## src/rtl/tank_pkg.sv

```systemverilog
// Shared tank/bullet types: facing direction, keyboard codes and screen limits.
package tank_pkg;

    typedef enum logic [1:0] {
        UP    = 2'd0,
        DOWN  = 2'd1,
        LEFT  = 2'd2,
        RIGHT = 2'd3
    } dir_t;

    localparam logic [7:0] KEY_W     = 8'h1A;
    localparam logic [7:0] KEY_S     = 8'h16;
    localparam logic [7:0] KEY_A     = 8'h04;
    localparam logic [7:0] KEY_D     = 8'h07;
    localparam logic [7:0] KEY_ENTER = 8'h58;

    localparam logic [9:0] X_MAX = 10'd639;
    localparam logic [9:0] Y_MAX = 10'd479;

endpackage

```

## src/rtl/bullet_slot.sv

```systemverilog
// One bullet slot: holds position/direction, loads on spawn, moves or retires
// on each frame tick, and flags whether the current pixel falls inside it.
module bullet_slot import tank_pkg::*; #(
    parameter logic [9:0] B_SIZE = 10'd4,
    parameter logic [9:0] SPEED  = 10'd4,
    parameter logic [9:0] X_MAX  = tank_pkg::X_MAX,
    parameter logic [9:0] Y_MAX  = tank_pkg::Y_MAX
) (
    input  logic       Clk,
    input  logic       Reset,
    input  logic       frame_tick,
    input  logic       load,
    input  logic [9:0] spawn_x,
    input  logic [9:0] spawn_y,
    input  dir_t       spawn_d,
    input  logic [9:0] DrawX,
    input  logic [9:0] DrawY,
    output logic       active,
    output logic       hit
);

    logic [9:0] x, y;
    dir_t       d;
    logic [9:0] dx, dy;

    // Bounds tested at 11 bits so nothing wraps near the screen edges.
    always_ff @(posedge Clk or posedge Reset) begin
        if (Reset) begin
            active <= 1'b0;
            x      <= '0;
            y      <= '0;
            d      <= UP;
        end else if (load) begin
            active <= 1'b1;
            x      <= spawn_x;
            y      <= spawn_y;
            d      <= spawn_d;
        end else if (frame_tick && active) begin
            case (d)
                UP:    if ({1'b0, y} < {1'b0, SPEED}) active <= 1'b0;
                       else y <= y - SPEED;
                DOWN:  if ({1'b0, y} + {1'b0, SPEED} + {1'b0, B_SIZE} > {1'b0, Y_MAX}) active <= 1'b0;
                       else y <= y + SPEED;
                LEFT:  if ({1'b0, x} < {1'b0, SPEED}) active <= 1'b0;
                       else x <= x - SPEED;
                RIGHT: if ({1'b0, x} + {1'b0, SPEED} + {1'b0, B_SIZE} > {1'b0, X_MAX}) active <= 1'b0;
                       else x <= x + SPEED;
                default: active <= active;
            endcase
        end
    end

    // Unsigned differences: pixels left of or above the slot wrap large and miss.
    assign dx  = DrawX - x;
    assign dy  = DrawY - y;
    assign hit = active && (dx < B_SIZE) && (dy < B_SIZE);

endmodule

```

## src/rtl/bullet_ctrl.sv

```systemverilog
// Bullet pool controller: frame tick detection, facing, fire cooldown,
// lowest-free-slot spawning, pixel hit OR and live-bullet count.
module bullet_ctrl import tank_pkg::*; #(
    parameter int         NUM_SLOTS = 4,
    parameter logic [9:0] B_SIZE    = 10'd4,
    parameter logic [9:0] SPEED     = 10'd4,
    parameter logic [5:0] COOLDOWN  = 6'd15,
    parameter logic [9:0] TANK_W    = 10'd50,
    parameter logic [9:0] TANK_H    = 10'd50,
    parameter logic [9:0] X_MAX     = tank_pkg::X_MAX,
    parameter logic [9:0] Y_MAX     = tank_pkg::Y_MAX
) (
    input  logic       Clk,
    input  logic       Reset,
    input  logic       frame_clk,
    input  logic       is_shooting,
    input  logic [9:0] tank_X,
    input  logic [9:0] tank_Y,
    input  logic [7:0] keycode,
    input  logic [9:0] DrawX,
    input  logic [9:0] DrawY,
    output logic       is_bullet,
    output logic [3:0] bullet_count,
    output logic       shot_fired
);

    logic                 frame_d, frame_tick;
    dir_t                 dir;
    logic [5:0]           cd;
    logic [NUM_SLOTS-1:0] active, hit, pick, load;
    logic                 any_free, fire_ok;
    logic [3:0]           live;
    logic [9:0]           spawn_x, spawn_y;

    // Free-slot search sees pre-tick active bits, so a slot retiring this
    // cycle cannot be reused until the next one.
    always_comb begin
        pick     = '0;
        any_free = 1'b0;
        for (int i = 0; i < NUM_SLOTS; i++) begin
            if (!active[i] && !any_free) begin
                pick[i]  = 1'b1;
                any_free = 1'b1;
            end
        end
    end

    assign fire_ok = is_shooting && (cd == 6'd0) && any_free;
    assign load    = fire_ok ? pick : '0;
    assign spawn_x = tank_X + (TANK_W >> 1) - (B_SIZE >> 1);
    assign spawn_y = tank_Y + (TANK_H >> 1) - (B_SIZE >> 1);

    always_comb begin
        live = '0;
        for (int i = 0; i < NUM_SLOTS; i++)
            live = live + {3'b000, active[i]};
    end

    for (genvar i = 0; i < NUM_SLOTS; i++) begin : g_slot
        bullet_slot #(
            .B_SIZE(B_SIZE), .SPEED(SPEED), .X_MAX(X_MAX), .Y_MAX(Y_MAX)
        ) u_slot (
            .Clk(Clk), .Reset(Reset), .frame_tick(frame_tick), .load(load[i]),
            .spawn_x(spawn_x), .spawn_y(spawn_y), .spawn_d(dir),
            .DrawX(DrawX), .DrawY(DrawY), .active(active[i]), .hit(hit[i])
        );
    end

    assign is_bullet = |hit;

    always_ff @(posedge Clk or posedge Reset) begin
        if (Reset) begin
            frame_d      <= 1'b0;
            frame_tick   <= 1'b0;
            dir          <= LEFT;
            cd           <= '0;
            shot_fired   <= 1'b0;
            bullet_count <= '0;
        end else begin
            frame_d      <= frame_clk;
            frame_tick   <= frame_clk && !frame_d;
            shot_fired   <= fire_ok;
            bullet_count <= live;
            case (keycode)
                KEY_W:   dir <= UP;
                KEY_S:   dir <= DOWN;
                KEY_A:   dir <= LEFT;
                KEY_D:   dir <= RIGHT;
                default: dir <= dir;
            endcase
            // A spawn reloads the cooldown even on a tick cycle.
            if (fire_ok)
                cd <= COOLDOWN;
            else if (frame_tick && cd != 6'd0)
                cd <= cd - 6'd1;
        end
    end

endmodule
```

## config.mk

```make
export PLATFORM = sky130hd
export DESIGN_NAME = bullet_ctrl
export DESIGN_NICKNAME = d
export VERILOG_FILES = /design/src/rtl/tank_pkg.sv /design/src/rtl/bullet_slot.sv /design/src/rtl/bullet_ctrl.sv
export SDC_FILE = /design/constraint.sdc
export NUM_CORES = 1
export LEC_CHECK = 0
export CORE_ASPECT_RATIO = 0.7
export CORE_MARGIN = 4
export CORE_UTILIZATION = 40
export DETAILED_ROUTE_END_ITERATION = 16
export GPL_TIMING_DRIVEN = 0
export PLACE_DENSITY = 0.59
export SYNTH_ARGS = -nofsm -noshare
export SYNTH_HDL_FRONTEND = slang
export SYNTH_SLANG_ARGS = --single-unit
```

## constraint.sdc

```tcl
create_clock -name Clk -period 3.2 [get_ports Clk]
set_input_delay 0.64 -clock Clk [delete_from_list [all_inputs] [get_ports Clk]]
set_output_delay 0.64 -clock Clk [all_outputs]
set_load 0.01 [all_outputs]
```

==> summary.md, run 1 <==
| Metric | Value |
|---|---|
| First-pass GRT wire length | 53,800 um |
| CTS Hold Bufs | 0 |
| Asr flop ratio synth | 1.00 |
| DR vias/cell | between 5 and 6 |
| GP Congestion | 0.924 |
| Commonest non-fill, non-tap cell in the layout | nand2_1 |
| H-tree depth | 3 |
| Most used cell, CP | nand4_1 |
| Crit path time final | 3630 ps |
| # port buffers | between 50 and 60 |
| Register area | 0.00269 mm^2 |
| GRT overflow | 0 |
| Clock-pin slew on the worst setup and hold paths | 80 ps |
| Die height | 144 um |
| YS warnings | 0 |
| Worst path cell trace | inv_2 -> ha_2 -> o21a_1 -> nor2_4 -> o31ai_4 -> buf_4 -> o41a_1 -> a2111oi_4 -> nand4_1 -> nand4_1 -> buf_2 |
| Clock buffer depth | 2 |
| Post-synthesis average cell area | 7.87 um^2 |
| Filler cells | approximately 2,600 |
| Pwr dens | around 600 mW/mm^2 |
| CP endpoint kind | output port |
| Final period util | 1.13 |
| Worst hold slack | 397 ps |
| Most frequent cells in the layout | nand2_1, nor2_1, ha_1 |
| Seq/Total Area, Yosys | 0.250 |
| Fraction of layout cells with a size suffix above 1 | 0.142 |
| Die area | 0.0292 mm^2 |
| Clk Tree Root Cell | clkbuf_16 |
| CP max-delay cell | dfrtp_2 |
| Flops & latches, synth | 106 |
| Num ports | 58 |
| Starting density of the core | 0.410 |
| Clk Latency, worst-skew pair | 370 ps |
| Core region area | 0.0259 mm^2 |
| Multi-input gate area | 0.00785 mm^2 |
| Max frequency | around 280 MHz |
| CTS tree | done |
| Fin nets | 1,614 |
| Area Growth Syn to Fin | 19.4% |
| DRT Wirelength | 34,300 um |
| Max IR drop VDD | 0.274 mV |
| Initial antenna violation count | 1 |
| Violated checks | negative setup slack |
| Detail Route Antenna Nets | 0 |
| Vias in the first global route | 9,390 |
| Clock buffer count from CTS | 9 |
| Via count | 10,200 |
| Final design area excluding fillers | 0.0126 mm^2 |
| DRT iter0 DRCs | 915 |
| Synthesized area | around 0.011 mm^2 |
| Crit path kind | flop to output port |
| GR Util All Layers | 0.232 |
| Diodes inserted | 0 |
| HPWL Detailed | 26,700 um |
| Worst Skew | 10.2 ps |
| First-pass iteration count of the detailed router | 5 |
| Final Slew Violations | 0 |
| Final worst slack | -432 ps |
| Pin count of the biggest net entering global routing | 34 |
| Outcome | complete, but fails checks |
| Data required, critical path | 2560 ps |
| Die W | 203 um |
| Yosys cell types | 80 |
| Unrepaired setup endpoints after global routing | yes |
| Worst slew pin tran | 1350 ps |
| Row cnt | 49 |
| Synth Net Count | 1,526 |
| Leak | between 5 and 6 nW |
| Placed cell area | 0.0117 mm^2 |
| Most used DFF post-synth | dfrtp_1 |
| Max cap viols | 0 |
| Post-synth EDFFs | 0 |
| Residual DRC | 0 |
| Setup-failing EPs final | 1 |
| Arrival time worst endpoint | 2990 ps |
| Crit path largest cell delay | 420 ps |
| Mapped Cells | 1,346 |
| Worst Path Max Fanout | 3 |
| Startpoint types | flop |
| Sink Count | 106 |
| Average routed wire per standard cell | 19.1 um |
| Pwr Total | approximately 0.0075 W |
| Worst Hold Class | flop to flop |
| Final Hold Fails | 0 |
| R2R setup slack | approximately 180 ps |
| Rel. slew slack | 0.0907 |
[metrics by stage]
stage | TNS, ps | cells | utilization | setup slack (ps)
3_5_place_dp | -1910 | 1762 | 0.453 | -1880
4_1_cts | -433 | 1793 | 0.484 | -433
3_3_place_gp | -5260 | 1759 | 0.450 | -1980
6_report | -432 | 1796 | 0.489 | -432
5_1_grt | -547 | 1796 | 0.489 | -547
2_1_floorplan | 0 | 1346 | - | 22.3
[synth_stat cells (4+ instances only)]
cell type | n | area share
o21a_1 | 6 | 0.0043
nor2b_1 | 16 | 0.0094
o211ai_1 | 9 | 0.0064
and2_1 | 10 | 0.0059
nor2_1 | 122 | 0.043
o21ai_1 | 4 | 0.0019
nand2b_1 | 18 | 0.011
o311ai_0 | 4 | 0.0033
mux2i_1 | 21 | 0.020
or3_1 | 10 | 0.0059
or4_1 | 8 | 0.0057
nand4b_1 | 4 | 0.0033
xor2_1 | 35 | 0.029
a211oi_1 | 6 | 0.0043
and4_1 | 10 | 0.0083
o2111ai_1 | 4 | 0.0033
clkbuf_1 | 44 | 0.016
ha_1 | 127 | 0.15
buf_2 | 7 | 0.0033
nand3_1 | 43 | 0.020
o31ai_1 | 10 | 0.0071
nand4_1 | 31 | 0.018
mux2_2 | 4 | 0.0043
a22oi_1 | 4 | 0.0028
a21oi_2 | 5 | 0.0041
nand3b_1 | 4 | 0.0028
o21ai_0 | 68 | 0.032
inv_1 | 92 | 0.033
a31o_2 | 6 | 0.0050
nor4b_1 | 4 | 0.0033
a21o_1 | 15 | 0.011
nand2_1 | 145 | 0.051
and3_1 | 14 | 0.0083
o41ai_1 | 4 | 0.0033
a31oi_1 | 24 | 0.014
xnor2_1 | 78 | 0.064
dfrtp_1 | 105 | 0.25
nor3_1 | 46 | 0.022
a21oi_1 | 101 | 0.048
nor4_1 | 16 | 0.0094
[where the power goes]
group,total (W),leakage [nW],switching [W],internal [W]
sequential,0.00208,1.16,0.000411,0.00167
combinational,0.00418,4.01,0.00235,0.00183
clock,0.00121,0.149,0.000580,0.000632
total,0.00747,5.32,0.00334,0.00413
[cells by family (layout without fill, tap and decap cells)]
logic type / count (synthesis) / count (layout) / synth area share
AND/OR/NAND/NOR: 510 / 510 / 0.235
flip-flops: 106 / 106 / 0.250
adder cells (fa/ha/maj): 128 / 128 / 0.152
multiplexers: 26 / 26 / 0.0262
AO/OA/AOI/OAI: 314 / 314 / 0.188
XOR/XNOR: 113 / 113 / 0.0934
other: 1 / 1 / 0.000354
buffers and inverters: 148 / 241 / 0.0550
[routing by layer]
| layer | up-vias | GRT usage | wire [um] |
|---|---|---|---|
| met4 | 0 | 0.0446 | 445 |
| met5 | - | 0 | 0 |
| met1 | 4831 | 0.356 | 17400 |
| li1 | 4963 | - | - |
| met2 | 385 | 0.333 | 13700 |
| met3 | 33 | 0.0547 | 2720 |
[sequential cells by signal (all words and copies together), names as in the netlist]
| register | count |
|---|---|
| dir | 2 |
| g_slot.u_slot.active | 4 |
| g_slot.u_slot.y | 40 |
| g_slot.u_slot.d | 8 |
| frame_d | 1 |
| frame_tick | 1 |
| bullet_count | 3 |
| shot_fired | 1 |
| cd | 6 |
| g_slot.u_slot.x | 40 |
[area by class of cell]
cell class | instances | area share
Buffer | 44 | 0.0158
Clock buffer | 10 | 0.0189
Clock inverter | 6 | 0.00514
Inverter | 92 | 0.0284
Multi-Input combinational cell | 1092 | 0.620
Sequential cell | 106 | 0.212
Tap cell | 357 | 0.0353
Timing Repair Buffer | 89 | 0.0636
[final timing paths]
check | start | to | depth (start not counted)
hold / removal | frame_d$_DFF_PP0_ | frame_tick$_DFF_PP0_ | 1
setup reg to reg | g_slot[2].u_slot.y[4]$_DFFE_PP0P_ | g_slot[2].u_slot.y[8]$_DFFE_PP0P_ | 10
min in group asynchronous | Reset | g_slot[3].u_slot.y[7]$_DFFE_PP0P_ | 2
hold reg to reg | frame_d$_DFF_PP0_ | frame_tick$_DFF_PP0_ | 1
max in group asynchronous | Reset | dir[1]$_DFFE_PP1P_ | 3
setup / recovery | g_slot[3].u_slot.y[2]$_DFFE_PP0P_ | is_bullet | 11
[repair_timing]
item	in CTS	in global routing
endpoints found under the setup margin	1	31
resized for setup	164	36
pin swaps	30	13
buffers inserted	24	6
[critical path, delay by kind of cell, from the launching register on]
| kind | cells | cell delay [ps] |
|---|---|---|
| DFF | 1 | 420 |
| and+or+nand+nor | 3 | 590 |
| buffers and inverters | 3 | 370 |
| AOI/OAI and AO/OA | 4 | 970 |
| adders and majority gates | 1 | 270 |
No activity file was read; power rests on OpenSTA's default activity.
==> run 2, diff against run 1 <==
- ABC_AREA: default -> 1
==> run 2 against run 1 <==
The run now ends clean. Non-clock buffer count up 22. Cell count up 40%. Worst hold slack about the same. Clock skew rose by 3.2 ps. Power decreased by 8.2%. Routed wire length increased by 25%. Cell area up 23%. Combinational power shrank 7.7%. Register-to-register slack better by 510 ps. Sequential power decreased by 14%. Sequential cell count unchanged. Critical path depth up 3.
==> summary.md, run 2 <==
| Metric | Value |
|---|---|
| Placed cell count | 2,442 (+39%) |
| GR Util All Layers | 0.241 (+0.00839) |
| Final Hold Fails | 0 (unchanged) |
| YS warnings | 0 (unchanged) |
| Rel. slew slack | 0.381 (+0.290) |
| DRT iter0 DRCs | 1,283 (+40%) |
| Worst Hold Class | flop to flop |
| Setup-failing EPs final | 0 (-1) |
| Post-synth top area share | 0.206 (-0.0421) |
| Data required, critical path | 2560 ps (about the same) |
| Leak | 7.79 nW (+47%) |
| Crit path time final | 3180 ps (-454 ps) |
| Filler cells | 3,151 (+22%) |
| Startpoint types | input pin |
| CTS tree | done |
| Sink Count | 106 (unchanged) |
| Fin nets | 2,271 (+41%) |
| Arrival time worst endpoint | 2540 ps (-450 ps) |
| Most used DFF post-synth | dfrtp_1 |
| DR vias/cell | 5.21 (-8.5%) |
| Starting density of the core | 0.408 (-0.00155) |
| Initial antenna violation count | 0 (-1) |
| Most frequent cells in the layout | nand2_1, inv_1, nand3_1 |
| H-tree depth | 3 (unchanged) |
| Seq/Total Area, Yosys | 0.208 (-0.0425) |
| Diodes inserted | 0 (unchanged) |
| Final instance count without filler cells | 2,516 (+40%) |
| Post-synth EDFFs | 0 (unchanged) |
| Clock-pin slew on the worst setup and hold paths | 80 ps (about the same) |
| Top cells by count, synth | nand2_1, inv_1, ha_1, nand3_1, nor2_1 |
| Post-synthesis average cell area | 6.50 um^2 (-17%) |
| GP Congestion | 0.973 (+5.4%) |
| DRT Wirelength | 42,900 um (+25%) |
| Yosys cell types | 58 (-28%) |
| CP endpoint kind | output port |
| Die area | 0.0349 mm^2 (+19%) |
| Flops & latches, synth | 106 (unchanged) |
| Clock buffer depth | 2 (unchanged) |
| Crit path kind | input pin to output port |
| Average routed wire per standard cell | 17.0 um (-11%) |
| Num ports | 58 (unchanged) |
| Area Growth Syn to Fin | 22.2% |
| Synthesized area | 0.0128 mm^2 (+20%) |
| Worst Path Max Fanout | 4 (+1) |
| Fraction of layout cells with a size suffix above 1 | 0.201 (+0.0584) |
| Residual DRC | 0 (unchanged) |
| Outcome | completed |
| Clk Latency, worst-skew pair | 390 ps (+20 ps) |
| GRT overflow | 0 (unchanged) |
| Die W | 221 um (+9.4%) |
| Asr flop ratio synth | 1.00 (unchanged) |
| Clock buffer count from CTS | 9 (unchanged) |
| Synth Net Count | 2,144 (+40%) |
| Die height | 157 um (+9.2%) |
| HPWL Detailed | 33,200 um (+24%) |
| Max IR drop VDD | 0.333 mV (+22%) |
| # port buffers | 56 (unchanged) |
| Mapped Cells | 1,964 (+46%) |
| Worst slew pin tran | 922 ps (-431 ps) |
| Worst Skew | 13.4 ps (+3.16 ps) |
| Detail Route Antenna Nets | 0 (unchanged) |
| Area contributors post-synth | dfrtp_1, nand2_1, ha_1 |
| Unrepaired setup endpoints after global routing | yes |
| Commonest non-fill, non-tap cell in the layout | nand2_1 |
| Core region area | 0.0313 mm^2 (+21%) |
| Setup_tns | 0 ps (+432 ps) |
| First-pass GRT wire length | 66,400 um (+23%) |
| Max cap viols | 0 (unchanged) |
| Regs by FF count | g_slot.u_slot.x x40, g_slot.u_slot.y x40, g_slot.u_slot.d x8 |
| Clk Tree Root Cell | clkbuf_16 |
| Max frequency | 315 MHz (+14%) |
| Final period util | 0.993 (-0.142) |
| Pin count of the biggest net entering global routing | 38 (+12%) |
| Pwr dens | 440 mW/mm^2 (-26%) |
| Via count | 13,100 (+28%) |
| Final Slew Violations | 0 (unchanged) |
| Vias in the first global route | 11,800 (+25%) |
| Row cnt | 54 (+10%) |
| Leading cell type by number of instances after synthesis | nand2_1 |
| First-pass iteration count of the detailed router | 5 (unchanged) |
| Post-synth top area cell | dfrtp_1 |
==> run 2: cell count changes after synthesis, sizes merged, moves of 41 or more <==
cell,change
nand3,+89
xor2,+48
a21oi,-41
inv,+190
xnor2,-64
o21ai,+97
nand2,+473
==> run 2: cell families after synthesis <==
family	count (synthesis)	synth area share
DFF	106	0.208
AOI/OAI and AO/OA	294	0.137
buffers and inverters	323	0.105
other	1	0.000294
adders and majority gates	128	0.126
xor gates and xnor gates	97	0.0666
and+or+nand+nor	1011	0.354
muxes	4	0.00314
==> run 2: power by group <==
part | leakage [nW] | total [W] | switching (W) | internal (W)
clock | 0.129 | 0.00120 | 0.000593 | 0.000609
sequential | 1.30 | 0.00179 | 0.000244 | 0.00155
combinational | 6.37 | 0.00386 | 0.00235 | 0.00151
total | 7.79 | 0.00686 | 0.00319 | 0.00367
==> run 2: critical path, cell delays in order <==
cell and delay (ps):
clkbuf_4 200, ha_1 350, nand2_1 90, nand2_2 80, xor2_4 270, nand3_1 110
nor2_1 100, nand3b_1 100, nor2_2 180, nand3_1 90, nand2_1 90, inv_1 40
nand2_1 60, buf_2 120
==> run 2: path summary, 6_finish.rpt <==
| check | from | to | slack, ps | cells past startpoint |
|---|---|---|---|---|
| hold reg to reg | frame_d$_DFF_PP0_ | frame_tick$_DFF_PP0_ | 400 | 1 |
| max in group asynchronous | Reset | g_slot[0].u_slot.x[2]$_DFFE_PP0P_ | 1420 | 4 |
| hold / removal | frame_d$_DFF_PP0_ | frame_tick$_DFF_PP0_ | 400 | 1 |
| setup reg to reg | g_slot[1].u_slot.active$_DFFE_PP0P_ | g_slot[1].u_slot.x[7]$_DFFE_PP0P_ | 690 | 9 |
| min in group asynchronous | Reset | g_slot[3].u_slot.y[3]$_DFFE_PP0P_ | 780 | 2 |
| setup / recovery | DrawY[1] | is_bullet | 20 | 14 |
==> run 2: layout make-up <==
type                    instances  area, um^2  share of cell area
multi-input cells            1535        9700               0.622
clock inverters                 4        52.6             0.00337
well taps                     420         526              0.0337
repair buffers                116         985              0.0631
flip-flops and latches        106        2690               0.172
clock buffers                  12         236              0.0152
inverters                     284        1130              0.0724
plain buffers                  39         288              0.0184
==> run 2: routing by layer <==
layer / GRT usage / wire length (um) / share of wire / up-vias
li1: - / - / - / 6623
met1: 0.371 / 21900 / 0.51 / 6040
met2: 0.349 / 17400 / 0.41 / 391
met3: 0.0464 / 2950 / 0.069 / 42
met4: 0.0496 / 638 / 0.015 / 0
met5: 0 / 0 / 0 / -
==> run 2: per-stage QoR <==
step	cell area, um^2	power (W)	util	worst slack, ps	hold slack, ps
detailed placement	13900	0.00492	0.444	-1230	382
global placement	13900	0.00486	0.443	-1200	387
CTS	15000	0.00657	0.480	-24.4	395
finish	15600	0.00686	0.499	22.3	397
global route	15600	0.00737	0.499	-135	426
floorplan	12800	0.00404	-	567	376
==> run 2: timing repair <==
| item | 4_1_cts | 5_1_grt |
|---|---|---|
| hold buffers | 0 | 0 |
| gates resized for setup | 243 | 96 |
| buffers inserted | 31 | 27 |
| setup endpoints to repair | 1 | 1 |
| pin swaps | 36 | 28 |
